**src/rtl/mem_arb_pkg.sv**
```systemverilog
// Shared types and widths for the unified-memory arbiter.
// Optional perf counters in mem_arbiter are enabled with MEM_ARB_PERF_EN.
package mem_arb_pkg;

  typedef enum logic [1:0] {
    IDLE  = 2'd0,
    RD_IF = 2'd1,
    RD_D  = 2'd2
  } arbState_t;

  localparam logic OWN_IF = 1'b0;
  localparam logic OWN_D  = 1'b1;

  localparam int CNT_W    = 3;
  localparam int STARVE_W = 3;

endpackage

```
**src/rtl/mem_arb_prio.sv**
```systemverilog
// Grant selection for IF vs D: combinational, only in IDLE, data first unless IF starved.
// No internal state; requesters hold their request until granted.
module mem_arb_prio
  import mem_arb_pkg::*;
#(
  parameter int STARVE_MAX = 3
) (
  input  logic                if_req,
  input  logic                d_req,
  input  logic [STARVE_W-1:0] starve,
  input  arbState_t           state,
  output logic                if_gnt,
  output logic                d_gnt
);

  localparam logic [STARVE_W-1:0] STARVE_LIM = STARVE_W'(STARVE_MAX);

  always_comb begin
    if_gnt = 1'b0;
    d_gnt  = 1'b0;
    if (state == IDLE) begin
      if (d_req && !(if_req && starve == STARVE_LIM)) begin
        d_gnt = 1'b1;
      end else if (if_req) begin
        if_gnt = 1'b1;
      end
    end
  end

endmodule

```
**src/rtl/mem_arbiter.sv**
```systemverilog
// Single-port memory arbiter for IF and D ports: grant issued combinationally, reads return LAT cycles later.
// Requests wait (stall asserted) while busy; MEM_ARB_PERF_EN adds conflict/stall counters.
module mem_arbiter
  import mem_arb_pkg::*;
#(
  parameter int ADDR_W     = 32,
  parameter int DATA_W     = 32,
  parameter int LAT        = 2,
  parameter int STARVE_MAX = 3
) (
  input  logic              clk,
  input  logic              reset,
  input  logic              if_req,
  input  logic [ADDR_W-1:0] if_addr,
  output logic              if_gnt,
  output logic              if_rvalid,
  output logic [DATA_W-1:0] if_rdata,
  input  logic              d_req,
  input  logic              d_we,
  input  logic [ADDR_W-1:0] d_addr,
  input  logic [DATA_W-1:0] d_wdata,
  output logic              d_gnt,
  output logic              d_rvalid,
  output logic [DATA_W-1:0] d_rdata,
  output logic              mem_en,
  output logic              mem_we,
  output logic [ADDR_W-1:0] mem_addr,
  output logic [DATA_W-1:0] mem_wdata,
  input  logic [DATA_W-1:0] mem_rdata,
  output logic              stall
`ifdef MEM_ARB_PERF_EN
  ,
  output logic [15:0]       conflict_cnt,
  output logic [15:0]       stall_cnt
`endif
);

  localparam logic [CNT_W-1:0]    LAT_C      = CNT_W'(LAT);
  localparam logic [STARVE_W-1:0] STARVE_LIM = STARVE_W'(STARVE_MAX);

  arbState_t           state;
  logic [CNT_W-1:0]    cnt;
  logic [STARVE_W-1:0] starve;
  logic                ifGntRaw;
  logic                dGntRaw;
  logic                rdDone;
  logic                rdOwner;
  logic                stallRaw;

  mem_arb_prio #(
    .STARVE_MAX(STARVE_MAX)
  ) uPrio (
    .if_req (if_req),
    .d_req  (d_req),
    .starve (starve),
    .state  (state),
    .if_gnt (ifGntRaw),
    .d_gnt  (dGntRaw)
  );

  // Everything visible is forced low while reset is asserted, even the combinational grants.
  assign if_gnt = ifGntRaw & reset;
  assign d_gnt  = dGntRaw & reset;

  assign mem_en    = if_gnt | d_gnt;
  assign mem_we    = d_gnt & d_we;
  assign mem_addr  = d_gnt ? d_addr  : (if_gnt ? if_addr : '0);
  assign mem_wdata = d_gnt ? d_wdata : '0;

  assign rdDone    = (state != IDLE) && (cnt == LAT_C);
  assign rdOwner   = (state == RD_D) ? OWN_D : OWN_IF;
  assign if_rvalid = reset & rdDone & (rdOwner == OWN_IF);
  assign d_rvalid  = reset & rdDone & (rdOwner == OWN_D);
  assign if_rdata  = if_rvalid ? mem_rdata : '0;
  assign d_rdata   = d_rvalid  ? mem_rdata : '0;

  assign stallRaw = (state != IDLE) | (if_req & ~ifGntRaw) | (d_req & ~dGntRaw);
  assign stall    = stallRaw & reset;

  always_ff @(posedge clk or negedge reset) begin
    if (!reset) begin
      state  <= IDLE;
      cnt    <= '0;
      starve <= '0;
    end else begin
      case (state)
        IDLE: begin
          if (ifGntRaw) begin
            state <= RD_IF;
            cnt   <= CNT_W'(1);
          end else if (dGntRaw && !d_we) begin
            state <= RD_D;
            cnt   <= CNT_W'(1);
          end
          // Stores stay in IDLE so they can issue every cycle.
          if (ifGntRaw || !if_req) begin
            starve <= '0;
          end else if (dGntRaw && starve != STARVE_LIM) begin
            starve <= starve + 1'b1;
          end
        end
        RD_IF, RD_D: begin
          cnt <= cnt + 1'b1;
          if (cnt == LAT_C) begin
            state <= IDLE;
          end
        end
        default: state <= IDLE;
      endcase
    end
  end

`ifdef MEM_ARB_PERF_EN
  always_ff @(posedge clk or negedge reset) begin
    if (!reset) begin
      conflict_cnt <= '0;
      stall_cnt    <= '0;
    end else begin
      if (state == IDLE && if_req && d_req && conflict_cnt != 16'hFFFF) begin
        conflict_cnt <= conflict_cnt + 16'd1;
      end
      if (stallRaw && stall_cnt != 16'hFFFF) begin
        stall_cnt <= stall_cnt + 16'd1;
      end
    end
  end
`endif

endmodule

```
**config.mk**
```make
export PLATFORM = sky130hd
export DESIGN_NAME = mem_arbiter
export DESIGN_NICKNAME = d
export VERILOG_FILES = /design/src/rtl/mem_arb_pkg.sv /design/src/rtl/mem_arb_prio.sv /design/src/rtl/mem_arbiter.sv
export SDC_FILE = /design/constraint.sdc
export NUM_CORES = 1
export LEC_CHECK = 0
export ABC_AREA = 1
export CAP_MARGIN = 0
export CORE_AREA = 4 4 101 103
export DETAILED_ROUTE_END_ITERATION = 7
export DIE_AREA = 0 0 105 107
export GPL_TIMING_DRIVEN = 0
export PLACE_DENSITY = 0.77
export RECOVER_POWER = 25
export SYNTH_ARGS = -nofsm -noshare
export SYNTH_HDL_FRONTEND = slang
export SYNTH_SLANG_ARGS = --single-unit
```
**constraint.sdc**
```tcl
create_clock -name clk -period 5.25 [get_ports clk]
set_clock_uncertainty 0.2 [all_clocks]
set_input_delay 1.575 -clock clk [delete_from_list [all_inputs] [get_ports clk]]
set_output_delay 1.575 -clock clk [all_outputs]
set_load 0.01 [all_outputs]
```
==> metrics.yaml <==
status:
  status: "finished clean"
logic_synthesis:
  synth.avg_cell_area_sq_um: 4.80
  yosysWarnings: 0
  syn_nets: 489
  synth_area_sq_um: 1680
  postSynthCellCount: 350
  synth-edff-count: 0
  synth_seq_area_share_pct: 11.9
  synthArstFlopShare_pct: 100
  ys_seq_elements: 8
  synthFlopType: "dfrtp_1"
  synth_cell_type_count: 20
placed_design:
  dp_worst_setup_slack_ps: -400
  detailed_place_hpwl_um: 8520
  port_buffers: 267
  gp_congestion: 0.858
finish:
  areaGrowthSynthToFinish_pct: 171
  diodes: 0
  drive_gt1_share_pct: 5.64
  nets: 762
critical_path:
  critPathSlowestCell: "clkdlybuf4s50_1"
  cp.arrival_ps: 3350
  worst_ep_required_time_ps: 3480
  startpoint: "if_req"
  critical-path-max-stage-delay_ps: 590
  end_kind: "output pin"
  critical_path_class: "in -> out"
  reg2reg_from: "starve[0]"
  crit_chain: "dlygate4sd2_1, nand2_2, nand3_1, nor2_4, inv_2, buf_2, nor2_1, clkdlybuf4s50_1"
  reg2reg_depth: 8
  critical_path_peak_fanout: 10
  critPathLaunchType: "input port"
clock_tree:
  clk_latency_ps: 230
  h-tree-depth: 1
  cts_buffer_depth: 2
  clock-sinks: 8
  clkTransAtPathRegs_ps: 40
  cts_buffers: 3
  cts_tree: "done"
  clock-root-buffer: "clkbuf_8"
grt:
  antenna_found_initial: 0
  grtUsageTotal_pct: 15.8
  grt-ovfl-total: 0
  grt_max_degree: 12
  grt_pass1_vias: 3142
  grt_pass1_wl_um: 14500
power:
  powerDensity_nw_per_um2: 176
  peakVddDrop_uv: 99.3
  power_mw: 0.798
  leakage_nw: 2.31
min_path:
  hp-start: "state[0]"
  hold_path_class: "reg -> reg"
  whs_path_depth: 2
routing:
  drt_first_pass_iters: 4
  vias: 3012
  drt-total-wl_um: 9390
  ant_nets: 0
  drt_iter0_markers: 83
  via_per_inst: 4.11
  route.detailed.drc: 0
  wire_per_inst_um: 12.8
flow_run:
  cap_violations: 0
timing:
  whs_ps: 277
  tightest_slew_ps: 305
  rsz0062_at_grt: "false"
  slew_headroom_pct: 79.4
  finalSetupViolCount: 0
  finalSetupTns_ps: 0
  layout_setup_ws_ps: 125
  layout_min_cycle_time_ps: 5120
  period_share_pct: 97.6
  maxSlewViolCount: 0
  hold_viol: 0
  fmax_mhz: 195
floorplan:
  start_util_pct: 18.3
  io_pins: 268
  die-area_sq_um: 11200
  rows: 35
  die_w_um: 105
  die_h_um: 107
  design.core.area_sq_um: 9200
-- metrics by stage --
step,util (%),instance area (sq um),std cells
after detailed placement,48.8,4490,728
after global routing,49.4,4540,732
after floorplan,-,1680,350
after CTS,49.4,4540,732
final,49.4,4540,732
after global placement,48.8,4490,728
-- flip-flops by register name, indices dropped and copies added, names as in the netlist --
signal	count
cnt	3
starve	3
state	2
-- worst paths after layout --
check	to	slack, ps
max	mem_wdata[9]	130
min	state[0]	280
max reg2reg	state[0]	3430
min reg2reg	state[0]	280
max in group asynchronous	starve[1]	3540
min in group asynchronous	starve[0]	1100
-- synthesized netlist by cell type, types with 2 or more instances --
master,number,share of area (%)
buf_2,13,3.9
buf_6,2,1.3
nor2_1,102,23
nand2_2,9,3.4
dfrtp_1,8,12
inv_1,79,18
nand3_1,6,1.8
nand4_1,6,2.2
o21ai_0,2,0.60
nand2_1,108,24
ha_1,6,4.5
-- timing repair --
action,4_1_cts,5_1_grt
gates resized for setup,7,0
endpoints found under the setup margin,131,0
hold buffers,0,0
setup buffers,1,0
-- where the power goes --
part / leakage [nW] / total [mW] / internal [mW] / switching [mW]
Combinational: 2.19 / 0.621 / 0.321 / 0.299
Clock: 0.0216 / 0.0758 / 0.0498 / 0.0259
Sequential: 0.106 / 0.102 / 0.0839 / 0.0177
-- cell usage in the layout, fill, tap and decap left out, drive strengths merged --
| master | count |
|---|---|
| o21ai | 2 |
| nand4 | 6 |
| inv | 80 |
| dlygate4sd3 | 17 |
| nor2 | 104 |
| clkbuf | 6 |
| o22ai | 1 |
| a21oi | 2 |
| buf | 14 |
| nand2 | 118 |
| dlygate4sd2 | 2 |
| clkdlybuf4s15 | 1 |
| xnor2 | 1 |
| ha | 6 |
| dfrtp | 8 |
| nand3 | 6 |
| clkdlybuf4s50 | 247 |
-- area by class of cell --
cell class / instances / area (sq um)
multi-input combinational: 246 / 1080
inverter: 80 / 300
buffer: 16 / 108
timing repair buffer: 268 / 2680
clock buffer: 3 / 41.3
tap: 111 / 139
sequential: 8 / 200
fill: 884 / 4650
-- metal layers --
metal	GRT usage [%]	part of all wire (%)	up-vias
li1	-	-	1528
met1	13.9	34	1303
met2	34.0	55	175
met3	4.82	9.9	6
met4	3.75	1.2	0
met5	0	0	-
-- cells by family after synthesis --
| kind of cell | Yosys count | share of synthesized area, % |
|---|---|---|
| AOI/OAI and AO/OA | 5 | 2.24 |
| xor gates and xnor gates | 1 | 0.522 |
| adders and majority gates | 6 | 4.47 |
| buffers and inverters | 96 | 24.0 |
| DFF | 8 | 11.9 |
| and+or+nand+nor | 234 | 56.9 |
-- critical path, delay by kind of cell --
kind | cells | cell delay [ps]
buffers and inverters | 4 | 1160
AND/OR/NAND/NOR | 4 | 610
(Power assumes the default switching activity.)
